File: src/rtl/aer_lrf_stride_mapper_pkg.sv
// Shared types and width helpers for the strided LRF event mapper.
package lrf_mapper_pkg;

  typedef enum logic [2:0] {
    IDLE   = 3'd0,
    CALC   = 3'd1,
    ISSUE  = 3'd2,
    DRAIN  = 3'd3,
    ACK_UP = 3'd4
  } state_e;

  // Field width that never collapses to zero bits for degenerate sizes.
  function automatic int clog2_min1(input int v);
    int r;
    r = $clog2(v);
    return (r < 1) ? 1 : r;
  endfunction

  // Upstream address: {type[1:0], c, y, x}.
  function automatic int in_addr_w(input int fm_c, input int fm_h, input int fm_w);
    return 2 + clog2_min1(fm_c) + clog2_min1(fm_h) + clog2_min1(fm_w);
  endfunction

  // Core-local address: {type[1:0], c, ky, kx}.
  function automatic int loc_addr_w(input int fm_c, input int lrf_h, input int lrf_w);
    return 2 + clog2_min1(fm_c) + clog2_min1(lrf_h) + clog2_min1(lrf_w);
  endfunction

  // Signed window-offset width, wide enough that coord+PAD-idx*STRIDE never wraps.
  function automatic int off_w(input int fm_w, input int fm_h, input int pad,
                               input int stride, input int core_w, input int core_h);
    int fm_max;
    int core_max;
    fm_max   = (fm_w > fm_h) ? fm_w : fm_h;
    core_max = (core_w > core_h) ? core_w : core_h;
    return $clog2(fm_max + pad) + $clog2(stride * core_max) + 2;
  endfunction

endpackage

File: src/rtl/aer_lrf_stride_mapper_axis_window.sv
// One axis of the receptive-field test: offset k = coord + PAD - out_idx*STRIDE,
// hit when 0 <= k < LRF. Purely combinational.
module lrf_axis_window #(
  parameter int COORD_W = 4,
  parameter int IDX_W   = 3,
  parameter int OFF_W   = 11,
  parameter int K_W     = 2,
  parameter int LRF     = 3,
  parameter int STRIDE  = 2,
  parameter int PAD     = 1
) (
  input  logic [COORD_W-1:0] coord,
  input  logic [IDX_W-1:0]   out_idx,
  output logic               hit,
  output logic [K_W-1:0]     k
);

  localparam logic signed [OFF_W-1:0] LRF_S    = OFF_W'(LRF);
  localparam logic signed [OFF_W-1:0] STRIDE_S = OFF_W'(STRIDE);
  localparam logic signed [OFF_W-1:0] PAD_S    = OFF_W'(PAD);

  logic signed [OFF_W-1:0] k_s;

  // Signed offset into the window and the in-range test.
  always_comb begin
    k_s = $signed(OFF_W'(coord)) + PAD_S - ($signed(OFF_W'(out_idx)) * STRIDE_S);
    hit = (k_s[OFF_W-1] == 1'b0) && (k_s < LRF_S);
    k   = k_s[K_W-1:0];
  end

endmodule

File: src/rtl/aer_lrf_stride_mapper.sv
// Strided/padded LRF mapper: fans one AER event out to every output core whose
// window covers it, gathers the per-core four-phase handshakes, then acks upstream.
// Optional statistics counters are built when LRF_MAPPER_STATS_EN is defined.
module aer_lrf_stride_mapper
  import lrf_mapper_pkg::*;
#(
  parameter int FM_W   = 16,
  parameter int FM_H   = 16,
  parameter int FM_C   = 3,
  parameter int CORE_W = 8,
  parameter int CORE_H = 8,
  parameter int LRF_W  = 3,
  parameter int LRF_H  = 3,
  parameter int STRIDE = 2,
  parameter int PAD    = 1,
  localparam int CORE_NUM = CORE_W * CORE_H,
  localparam int AW       = in_addr_w(FM_C, FM_H, FM_W),
  localparam int LW       = loc_addr_w(FM_C, LRF_H, LRF_W)
) (
  input  logic                   clk,
  input  logic                   rst,
  input  logic                   AERIN_REQ,
  input  logic [AW-1:0]          AERIN_ADDR,
  output logic                   AERIN_ACK,
  output logic [CORE_NUM-1:0]    CORE_REQ,
  output logic [CORE_NUM*LW-1:0] CORE_ADDR,
  input  logic [CORE_NUM-1:0]    CORE_ACK
`ifdef LRF_MAPPER_STATS_EN
  ,
  input  logic                   STAT_CLR,
  output logic [31:0]            STAT_EVT,
  output logic [15:0]            STAT_DROP,
  output logic [31:0]            STAT_FANOUT
`endif
);

  localparam int XW    = clog2_min1(FM_W);
  localparam int YW    = clog2_min1(FM_H);
  localparam int CW    = clog2_min1(FM_C);
  localparam int KXW   = clog2_min1(LRF_W);
  localparam int KYW   = clog2_min1(LRF_H);
  localparam int OFFW  = off_w(FM_W, FM_H, PAD, STRIDE, CORE_W, CORE_H);
  localparam int IDX_W = clog2_min1((CORE_W > CORE_H) ? CORE_W : CORE_H);

  state_e                state_q, state_d;
  logic [AW-1:0]         addr_q, addr_d;
  logic [CORE_NUM-1:0]   hit_mask_q, hit_mask_d;
  logic [CORE_NUM-1:0]   acked_q, acked_d;
  logic [CORE_NUM-1:0]   core_req_q, core_req_d;
  logic [CORE_NUM*LW-1:0] core_addr_q, core_addr_d;
  logic                  aerin_ack_q, aerin_ack_d;

  logic [XW-1:0]  x_s;
  logic [YW-1:0]  y_s;
  logic [CW-1:0]  c_s;
  logic [1:0]     type_s;
  logic           valid_s;
  logic [CORE_W-1:0] hx_s;
  logic [CORE_H-1:0] hy_s;
  logic [KXW-1:0] kx_s [CORE_W];
  logic [KYW-1:0] ky_s [CORE_H];
  logic [CORE_NUM-1:0]    hit_s;
  logic [CORE_NUM*LW-1:0] laddr_s;

  // Split the latched event and reject out-of-range coordinates/channels.
  always_comb begin
    x_s     = addr_q[XW-1:0];
    y_s     = addr_q[XW +: YW];
    c_s     = addr_q[XW+YW +: CW];
    type_s  = addr_q[AW-1 -: 2];
    valid_s = (int'(c_s) < FM_C) && (int'(x_s) < FM_W) && (int'(y_s) < FM_H);
  end

  for (genvar gx = 0; gx < CORE_W; gx++) begin : g_col
    lrf_axis_window #(
      .COORD_W(XW), .IDX_W(IDX_W), .OFF_W(OFFW), .K_W(KXW),
      .LRF(LRF_W), .STRIDE(STRIDE), .PAD(PAD)
    ) u_win_x (
      .coord(x_s), .out_idx(IDX_W'(gx)), .hit(hx_s[gx]), .k(kx_s[gx])
    );
  end

  for (genvar gy = 0; gy < CORE_H; gy++) begin : g_row
    lrf_axis_window #(
      .COORD_W(YW), .IDX_W(IDX_W), .OFF_W(OFFW), .K_W(KYW),
      .LRF(LRF_H), .STRIDE(STRIDE), .PAD(PAD)
    ) u_win_y (
      .coord(y_s), .out_idx(IDX_W'(gy)), .hit(hy_s[gy]), .k(ky_s[gy])
    );
  end

  // A core is hit when both its row and its column window contain the event.
  always_comb begin
    hit_s   = '0;
    laddr_s = '0;
    for (int oy = 0; oy < CORE_H; oy++) begin
      for (int ox = 0; ox < CORE_W; ox++) begin
        hit_s[oy*CORE_W+ox]        = valid_s & hx_s[ox] & hy_s[oy];
        laddr_s[(oy*CORE_W+ox)*LW +: LW] = {type_s, c_s, ky_s[oy], kx_s[ox]};
      end
    end
  end

  // Handshake sequencing: latch, compute fan-out, issue, drain, ack upstream.
  always_comb begin
    state_d     = state_q;
    addr_d      = addr_q;
    hit_mask_d  = hit_mask_q;
    acked_d     = acked_q;
    core_req_d  = core_req_q;
    core_addr_d = core_addr_q;
    aerin_ack_d = aerin_ack_q;
    case (state_q)
      IDLE: begin
        if (AERIN_REQ) begin
          addr_d  = AERIN_ADDR;
          state_d = CALC;
        end else begin
          state_d = IDLE;
        end
      end
      CALC: begin
        hit_mask_d  = hit_s;
        core_addr_d = laddr_s;
        acked_d     = '0;
        if (hit_s == '0) begin
          aerin_ack_d = 1'b1;
          state_d     = ACK_UP;
        end else begin
          core_req_d = hit_s;
          state_d    = ISSUE;
        end
      end
      ISSUE: begin
        acked_d    = acked_q | (CORE_ACK & hit_mask_q);
        core_req_d = hit_mask_q & ~acked_d;
        if (acked_d == hit_mask_q) begin
          state_d = DRAIN;
        end else begin
          state_d = ISSUE;
        end
      end
      DRAIN: begin
        core_req_d = '0;
        if ((CORE_ACK & hit_mask_q) == '0) begin
          aerin_ack_d = 1'b1;
          state_d     = ACK_UP;
        end else begin
          state_d = DRAIN;
        end
      end
      ACK_UP: begin
        if (!AERIN_REQ) begin
          aerin_ack_d = 1'b0;
          state_d     = IDLE;
        end else begin
          aerin_ack_d = 1'b1;
        end
      end
      default: begin
        core_req_d  = '0;
        aerin_ack_d = 1'b0;
        state_d     = IDLE;
      end
    endcase
  end

  // State and registered outputs.
  always_ff @(posedge clk) begin
    if (rst) begin
      state_q     <= IDLE;
      addr_q      <= '0;
      hit_mask_q  <= '0;
      acked_q     <= '0;
      core_req_q  <= '0;
      core_addr_q <= '0;
      aerin_ack_q <= 1'b0;
    end else begin
      state_q     <= state_d;
      addr_q      <= addr_d;
      hit_mask_q  <= hit_mask_d;
      acked_q     <= acked_d;
      core_req_q  <= core_req_d;
      core_addr_q <= core_addr_d;
      aerin_ack_q <= aerin_ack_d;
    end
  end

  assign AERIN_ACK = aerin_ack_q;
  assign CORE_REQ  = core_req_q;
  assign CORE_ADDR = core_addr_q;

`ifdef LRF_MAPPER_STATS_EN
  logic [31:0] stat_evt_q, stat_evt_d;
  logic [15:0] stat_drop_q, stat_drop_d;
  logic [31:0] stat_fanout_q, stat_fanout_d;
  logic [31:0] pop_s;
  logic [32:0] fsum_s;

  // Saturating event/drop/fan-out counters, updated as each event is evaluated.
  always_comb begin
    pop_s = 32'd0;
    for (int i = 0; i < CORE_NUM; i++) begin
      pop_s = pop_s + {31'd0, hit_s[i]};
    end
    fsum_s        = {1'b0, stat_fanout_q} + {1'b0, pop_s};
    stat_evt_d    = stat_evt_q;
    stat_drop_d   = stat_drop_q;
    stat_fanout_d = stat_fanout_q;
    if (STAT_CLR) begin
      stat_evt_d    = 32'd0;
      stat_drop_d   = 16'd0;
      stat_fanout_d = 32'd0;
    end else if (state_q == CALC) begin
      stat_evt_d    = (stat_evt_q == 32'hFFFF_FFFF) ? stat_evt_q : stat_evt_q + 32'd1;
      if (hit_s == '0) begin
        stat_drop_d = (stat_drop_q == 16'hFFFF) ? stat_drop_q : stat_drop_q + 16'd1;
      end else begin
        stat_drop_d = stat_drop_q;
      end
      stat_fanout_d = fsum_s[32] ? 32'hFFFF_FFFF : fsum_s[31:0];
    end else begin
      stat_evt_d    = stat_evt_q;
    end
  end

  // Statistics registers.
  always_ff @(posedge clk) begin
    if (rst) begin
      stat_evt_q    <= 32'd0;
      stat_drop_q   <= 16'd0;
      stat_fanout_q <= 32'd0;
    end else begin
      stat_evt_q    <= stat_evt_d;
      stat_drop_q   <= stat_drop_d;
      stat_fanout_q <= stat_fanout_d;
    end
  end

  assign STAT_EVT    = stat_evt_q;
  assign STAT_DROP   = stat_drop_q;
  assign STAT_FANOUT = stat_fanout_q;
`endif

endmodule
File: config.mk
export PLATFORM = sky130hd
export DESIGN_NAME = aer_lrf_stride_mapper
export DESIGN_NICKNAME = d
export VERILOG_FILES = /design/src/rtl/aer_lrf_stride_mapper_pkg.sv /design/src/rtl/aer_lrf_stride_mapper_axis_window.sv /design/src/rtl/aer_lrf_stride_mapper.sv
export SDC_FILE = /design/constraint.sdc
export NUM_CORES = 1
export LEC_CHECK = 0
export BUFFER_PORTS_ARGS = -buffer_cell sky130_fd_sc_hd__buf_2
export CORE_AREA = 2 2 258 260
export DETAILED_ROUTE_END_ITERATION = 8
export DIE_AREA = 0 0 260 262
export HOLD_SLACK_MARGIN = 0.12
export PLACE_DENSITY = 0.48
export SETUP_SLACK_MARGIN = 0.05
export SLEW_MARGIN = 20
export SYNTH_ARGS = -nofsm -noshare
export SYNTH_HDL_FRONTEND = slang
export SYNTH_HIERARCHICAL = 1
export SYNTH_SLANG_ARGS = --single-unit
File: constraint.sdc
create_clock -name clk -period 9.15 [get_ports clk]
set_input_delay 0.915 -clock clk [delete_from_list [all_inputs] [get_ports clk]]
set_output_delay 0.915 -clock clk [all_outputs]
set_load 0.05 [all_outputs]
==> flow_metrics.py, run 1 <==
metrics = {
    "outcome": {
        "status": "completed",
    },
    "placed_design": {
        "dp_cells": 3256,
        "place_congestion": 0.819,
        "hpwl_um": 42000,
        "port-buffer-count": 655,
    },
    "worst_hold_path": {
        "hp-class": "flop to flop",
        "hold_path_depth": 2,
        "worstHoldEndpoint": "CORE_ADDR[503]$_SDFFE_PP0N_",
        "min-delay-start": "addr_q[11]$_SDFFE_PP0P_",
    },
    "detailed_routing": {
        "wl_met2_um": 27700,
        "drt_first_pass_iters": 5,
        "wl_um": 57400,
        "wl_per_cell_um": 17.3,
        "dr_wl_met3_um": 3690,
        "top_layer": "met5",
        "vias": 15000,
        "drtIter0Drc": 788,
        "drc_errors": 0,
        "m1WireLength_um": 24700,
        "via_per_inst": 4.52,
        "ant_nets": 0,
    },
    "global_routing": {
        "grt_pass1_vias": 13700,
        "gr-total-overflow": 0,
        "grt_max_degree": 111,
        "antenna_found_initial": 19,
        "track_usage": 0.158,
        "grt_pass1_wl_um": 82900,
    },
    "yosys": {
        "async_reset_ff_frac": 0,
        "synth_ff_type": "dfxtp_1",
        "ys_types": 45,
        "avgSynthCellArea_um2": 8.04,
        "seq_area_frac_synth": 0.273,
        "netlist_area_um2": 17900,
        "synth_enable_flop_cells": 0,
        "yosysWarnings": 6,
        "ys_ff_latch": 244,
        "postSynthCellCount": 2223,
    },
    "setup_path": {
        "ff2ff_path_depth": 13,
        "startpoint": "addr_q[0]$_SDFFE_PP0P_",
        "cp-start-kind": "flop",
        "rr_startpoint": "addr_q[0]$_SDFFE_PP0P_",
        "end_kind": "flop",
        "arrival_ps": 5770,
        "critPathRequiredTime_ps": 9640,
        "timing.rr.end": "CORE_REQ[50]$_SDFFE_PP0P_",
        "crit_fanout": 73,
        "r2r_slack_ps": 3870,
        "crit_type": "flop to flop",
    },
    "clock_network": {
        "cts_buffers": 30,
        "cts.path.max_buffers": 3,
        "cts-root-buf": "clkbuf_16",
        "cts_num_sinks": 244,
        "postCtsSetupRepairBufs": 0,
        "postCtsHoldBufs": 0,
        "clk_latency_ps": 580,
        "cts_tree": "done",
        "cts.clk_slew.worst_paths_ps": 60,
        "cts_resized": 0,
        "htree_levels": 1,
    },
    "sta": {
        "hold_viol_final": 0,
        "timing.fmax_ghz": 0.189,
        "max_slew_margin": 0.355,
        "grt_setup_unrepaired": "false",
        "setup_tns_ps": 0,
        "min_period_over_period": 0.577,
        "fin_skew_ps": 16.5,
        "worst_pin_slew_ps": 967,
        "fin_crit_ps": 5280,
        "finalSetupViolCount": 0,
        "drv_slew": 0,
    },
    "final_layout": {
        "post-route-util": 0.303,
        "syn2layout_area_growth_pct": 10.6,
        "nFillCells": 6962,
        "final_cells": 3318,
        "drive_gt1_frac": 0.326,
        "final_nets": 2695,
    },
    "power": {
        "clkPwrFrac": 0.397,
        "p_comb_frac": 0.269,
        "p_switching_mw": 1.32,
        "powerDensity_nw_per_um2": 177,
        "peakVddDrop_mv": 0.135,
        "intPower_mw": 2.18,
        "p_sw_frac": 0.377,
        "power_frac_seq": 0.334,
        "power.leakage_nw": 9.59,
    },
    "floorplanning": {
        "placement_rows": 94,
        "start_util": 0.274,
        "die_h_um": 262,
        "core_um2": 65300,
        "die_area_um2": 68100,
        "io_pins": 656,
        "fp.dieW_um": 260,
    },
    "run": {
        "maxCapViolations": 0,
    },
}
## cells by family (layout without fill, tap and decap cells)
group                      after synthesis  count (layout)  share of synthesized area
adders and majority gates              192             192                      0.148
other                                    2              70                   0.000420
AOI/OAI and AO/OA                      474             474                      0.173
xor gates and xnor gates                16              16                    0.00784
DFF                                    244             244                      0.273
buffers and inverters                  736             899                      0.261
and+or+nand+nor                        559             559                      0.137
## power groups by stage
stage	clock network [mW]	logic, mW	registers (mW)
floorplan	0	0.736	1.28
finish	1.39	0.940	1.17
CTS	1.42	0.946	1.17
global route	1.47	1.01	1.18
global placement	0	0.929	1.19
detailed placement	0	0.944	1.19
## cells in the mapped netlist (2+ instances only)
cell / count / area [um2]
or4_1: 17 / 128
buf_2: 3 / 15.0
conb_1: 2 / 7.51
a221o_1: 2 / 20.0
a211oi_1: 17 / 128
a32oi_1: 12 / 105
nor4_1: 5 / 31.3
xor2_1: 16 / 140
a31oi_1: 18 / 113
nor4b_1: 16 / 140
buf_1: 2 / 7.51
nand2b_1: 2 / 12.5
a211oi_2: 64 / 801
nand3_1: 2 / 10.0
a21oi_1: 295 / 1480
o21a_1: 2 / 15.0
fa_1: 32 / 641
o32ai_1: 3 / 26.3
ha_1: 160 / 2000
buf_6: 14 / 158
a22oi_1: 32 / 240
buf_4: 477 / 3580
nor3_1: 7 / 35.0
or3_1: 2 / 12.5
nand4b_1: 16 / 140
o21ai_0: 23 / 115
nand2_1: 147 / 552
nor2_1: 319 / 1200
clkbuf_1: 60 / 225
nand4_1: 20 / 125
dfxtp_1: 244 / 4880
inv_1: 179 / 672
## per-stage QoR
stage | setup slack [ps] | hold WS (ps) | area [um2] | power (mW)
CTS | 3800 | 449 | 19800 | 3.54
detailed placement | 3810 | 441 | 18600 | 2.14
floorplan | 5640 | 432 | 18100 | 2.02
global route | 3390 | 480 | 19800 | 3.65
finish | 3870 | 448 | 19800 | 3.49
global placement | 4010 | 431 | 18600 | 2.12
## sequential cells by signal, summed over array words and instances (netlist names)
name	flops
AERIN_ACK	1
CORE_ADDR	36
CORE_REQ	64
acked_q	64
addr_q	12
hit_mask_q	64
state_q	3
## routing by layer
metal / vias to the layer above / global-route usage
met1: 7097 / 0.203
met4: 26 / 0.0372
li1: 7318 / -
met3: 83 / 0.0358
met5: - / 0
met2: 480 / 0.267
## area by class of cell
| cell class | count | area, um2 | area share |
|---|---|---|---|
| antenna | 6 | 15.0 | 0.000759 |
| clock buffer | 35 | 810 | 0.0409 |
| clock inverter | 21 | 347 | 0.0175 |
| inverter | 180 | 676 | 0.0342 |
| multi-input combinational | 1305 | 8600 | 0.435 |
| sequential | 244 | 4900 | 0.248 |
| tap | 864 | 1080 | 0.0547 |
| timing repair buffer | 663 | 3350 | 0.169 |
## placed cells by master, fill, tap and decap left out, drive strengths merged, types with 35 or more instances in the layout
cell    Yosys  layout
inv       180     184
conb        2      64
nand2     147     147
clkbuf     60      35
nor2      319     319
buf       496     663
a21oi     295     295
ha        160     160
dfxtp     244     244
a211oi     81      81
## worst max-delay path: stages (launching register included)
cell,delay (ps)
dfxtp_1,920
ha_1,310
inv_1,60
fa_1,410
or4_1,480
a31oi_1,470
nor4_2,120
o211ai_1,300
nor4_4,100
a31oi_4,150
buf_4,740
buf_4,710
nor2_1,110
a211oi_2,210
## how the worst max path moves through the flow
| stage | end | depth (start not counted) |
|---|---|---|
| finish | CORE_REQ[50]$_SDFFE_PP0P_ | 13 |
| global route | CORE_REQ[42]$_SDFFE_PP0P_ | 13 |
| CTS | CORE_REQ[34]$_SDFFE_PP0P_ | 13 |
| detailed placement | CORE_REQ[44]$_SDFFE_PP0P_ | 13 |
| global placement | CORE_REQ[44]$_SDFFE_PP0P_ | 13 |
| floorplan | CORE_REQ[57]$_SDFFE_PP0P_ | 16 |
Note: power is estimated with default switching activity, not from simulation.
==> run 2, diff against run 1 <==
CORE_AREA = 2 2 253 255   (was 2 2 258 260)
DIE_AREA = 0 0 255 257   (was 0 0 260 262)
PLACE_DENSITY = 0.52   (was 0.48)
clock period = 4.8 ns   (was 9.15 ns; I/O delays follow)
==> flow_metrics.py, run 2 (synthesized netlist as in run 1, its figures left out) <==
metrics = {
    "outcome": {
        "status": "completed",
    },
    "power": {
        "power.leakage_nw": 9.69,
        "peakVddDrop_mv": 0.259,
        "intPower_mw": 3.96,
        "powerDensity_nw_per_um2": 323,
        "p_comb_frac": 0.282,
        "p_sw_frac": 0.383,
        "finalPower_mw": 6.42,
        "power_frac_seq": 0.346,
        "p_switching_mw": 2.46,
        "clkPwrFrac": 0.372,
    },
    "clock_network": {
        "postCtsSetupRepairBufs": 0,
        "htree_levels": 1,
        "cts-root-buf": "clkbuf_16",
        "postCtsHoldBufs": 0,
        "clk_latency_ps": 580,
        "cts_resized": 0,
        "cts.clk_slew.worst_paths_ps": 60,
        "cts.path.max_buffers": 3,
        "cts_buffers": 29,
        "cts_num_sinks": 244,
        "cts_tree": "done",
    },
    "setup_path": {
        "critPathRequiredTime_ps": 5290,
        "cpMostUsedCell": "inv_1",
        "r2r_slack_ps": 580,
        "end_kind": "flop",
        "cp_top_family": "compound AO/OA/AOI/OAI gates",
        "cp_cell_sequence": "inv_1 -> ha_1 -> inv_1 -> ha_1 -> inv_1 -> fa_1 -> or4_1 -> a31oi_1 -> nor3_1 -> a211oi_1 -> nor3_1 -> a31oi_4 -> buf_4 -> nor2_1 -> a211oi_2",
        "worst_path_max_delay_cell": "a31oi_4",
        "crit_buf_inv": 4,
        "cpPeakStageDelay_ps": 610,
        "crit_type": "flop to flop",
        "cp-start-kind": "flop",
        "crit_fanout": 10,
        "arrival_ps": 4700,
    },
    "placed_design": {
        "hpwl_um": 41600,
        "port-buffer-count": 655,
        "place_congestion": 0.803,
    },
    "floorplanning": {
        "fp.dieW_um": 255,
        "placement_rows": 92,
        "start_util": 0.285,
        "die_area_um2": 65500,
        "io_pins": 656,
        "core_um2": 62700,
        "die_h_um": 257,
    },
    "detailed_routing": {
        "vias": 15000,
        "ant_nets": 0,
        "via_per_inst": 4.52,
        "drc_errors": 0,
        "wl_per_cell_um": 16.8,
        "drt_first_pass_iters": 5,
        "wl_um": 55700,
        "drtIter0Drc": 769,
    },
    "worst_hold_path": {
        "hp-class": "input port to flop",
    },
    "sta": {
        "drv_slew": 0,
        "fin_skew_ps": 11.8,
        "hold_viol_final": 0,
        "fin_crit_ps": 4220,
        "setup_tns_ps": 0,
        "hold_ws_ps": 146,
        "max_slew_margin": 0.326,
        "timing.fmax_ghz": 0.237,
        "finalSetupViolCount": 0,
        "min_period_over_period": 0.878,
        "worst_pin_slew_ps": 1010,
        "grt_setup_unrepaired": "false",
    },
    "final_layout": {
        "nFillCells": 6724,
        "final_common_cell": "buf_2",
        "drive_gt1_frac": 0.330,
        "layout_common_cells": "654 x buf_2, 318 x nor2_1, 295 x a21oi_1, 240 x dfxtp_1, 179 x inv_1",
        "final_nets": 2718,
        "syn2layout_area_growth_pct": 11.2,
    },
    "global_routing": {
        "gr-total-overflow": 0,
        "grt_pass1_wl_um": 83600,
        "antenna_found_initial": 8,
        "track_usage": 0.164,
        "grt_pass1_vias": 13700,
        "grt_max_degree": 102,
    },
    "run": {
        "maxCapViolations": 0,
    },
}
run 2: changes by cell type in the layout (fill, tap and decap cells not counted), sizes merged:
cell      before  now
buf          663  687
clkinvlp       3    2
bufinv         8    4
clkbuf        35   39
inv          184  181
diode          6    3
clkinv         6    7
run 2: layout make-up:
type | instances | area, um2 | area share
Sequential cell | 244 | 4900 | 0.246
Tap cell | 846 | 1060 | 0.0532
Clock buffer | 39 | 843 | 0.0424
Inverter | 180 | 676 | 0.0340
Antenna cell | 3 | 7.51 | 0.000378
Multi-Input combinational cell | 1305 | 8600 | 0.432
Clock inverter | 14 | 183 | 0.00919
Timing Repair Buffer | 687 | 3620 | 0.182
run 2: power by group through the flow:
stage / Sequential [mW] / Clock, mW / Combinational, mW
after floorplan: 2.45 / 0 / 1.40
after global placement: 2.27 / 0 / 1.81
after detailed placement: 2.27 / 0 / 1.82
after CTS: 2.22 / 2.46 / 1.82
after global routing: 2.24 / 2.54 / 1.95
final: 2.22 / 2.39 / 1.81
run 2: routing by layer:
layer | global-route usage | up-vias | part of all wire
met2 | 0.271 | 509 | 0.47
met4 | 0.0307 | 10 | 0.014
met3 | 0.0258 | 58 | 0.062
met5 | 0 | - | 0.0013
li1 | - | 7360 | -
met1 | 0.225 | 7051 | 0.45
run 2: final timing paths:
kind / from / end / cells past startpoint
setup / recovery: addr_q[5]$_SDFFE_PP0P_ / CORE_REQ[29]$_SDFFE_PP0P_ / 15
hold / removal: AERIN_ADDR[11] / addr_q[11]$_SDFFE_PP0P_ / 3
setup reg to reg: addr_q[5]$_SDFFE_PP0P_ / CORE_REQ[29]$_SDFFE_PP0P_ / 15
hold reg to reg: addr_q[10]$_SDFFE_PP0P_ / CORE_ADDR[510]$_SDFFE_PP0N_ / 2
run 2: stage by stage:
step / setup WS [ps] / std cells / cell area [um2] / utilization
after detailed placement: 575 / 3261 / 18800 / 0.300
after CTS: 549 / 3314 / 19800 / 0.316
after global routing: 240 / 3315 / 19900 / 0.317
after global placement: 643 / 3261 / 18800 / 0.300
final: 584 / 3318 / 19900 / 0.317
after floorplan: 1290 / 2285 / 18100 / -
run 2: worst reg2reg max path, cell delays in order, from the launching register on:
cell and delay [ps]:
dfxtp_1 480, inv_1 80, ha_1 290, inv_1 60
ha_1 150, inv_1 50, fa_1 390, or4_1 480
a31oi_1 480, nor3_1 100, a211oi_1 250, nor3_1 140
a31oi_4 610, buf_4 310, nor2_1 70, a211oi_2 190
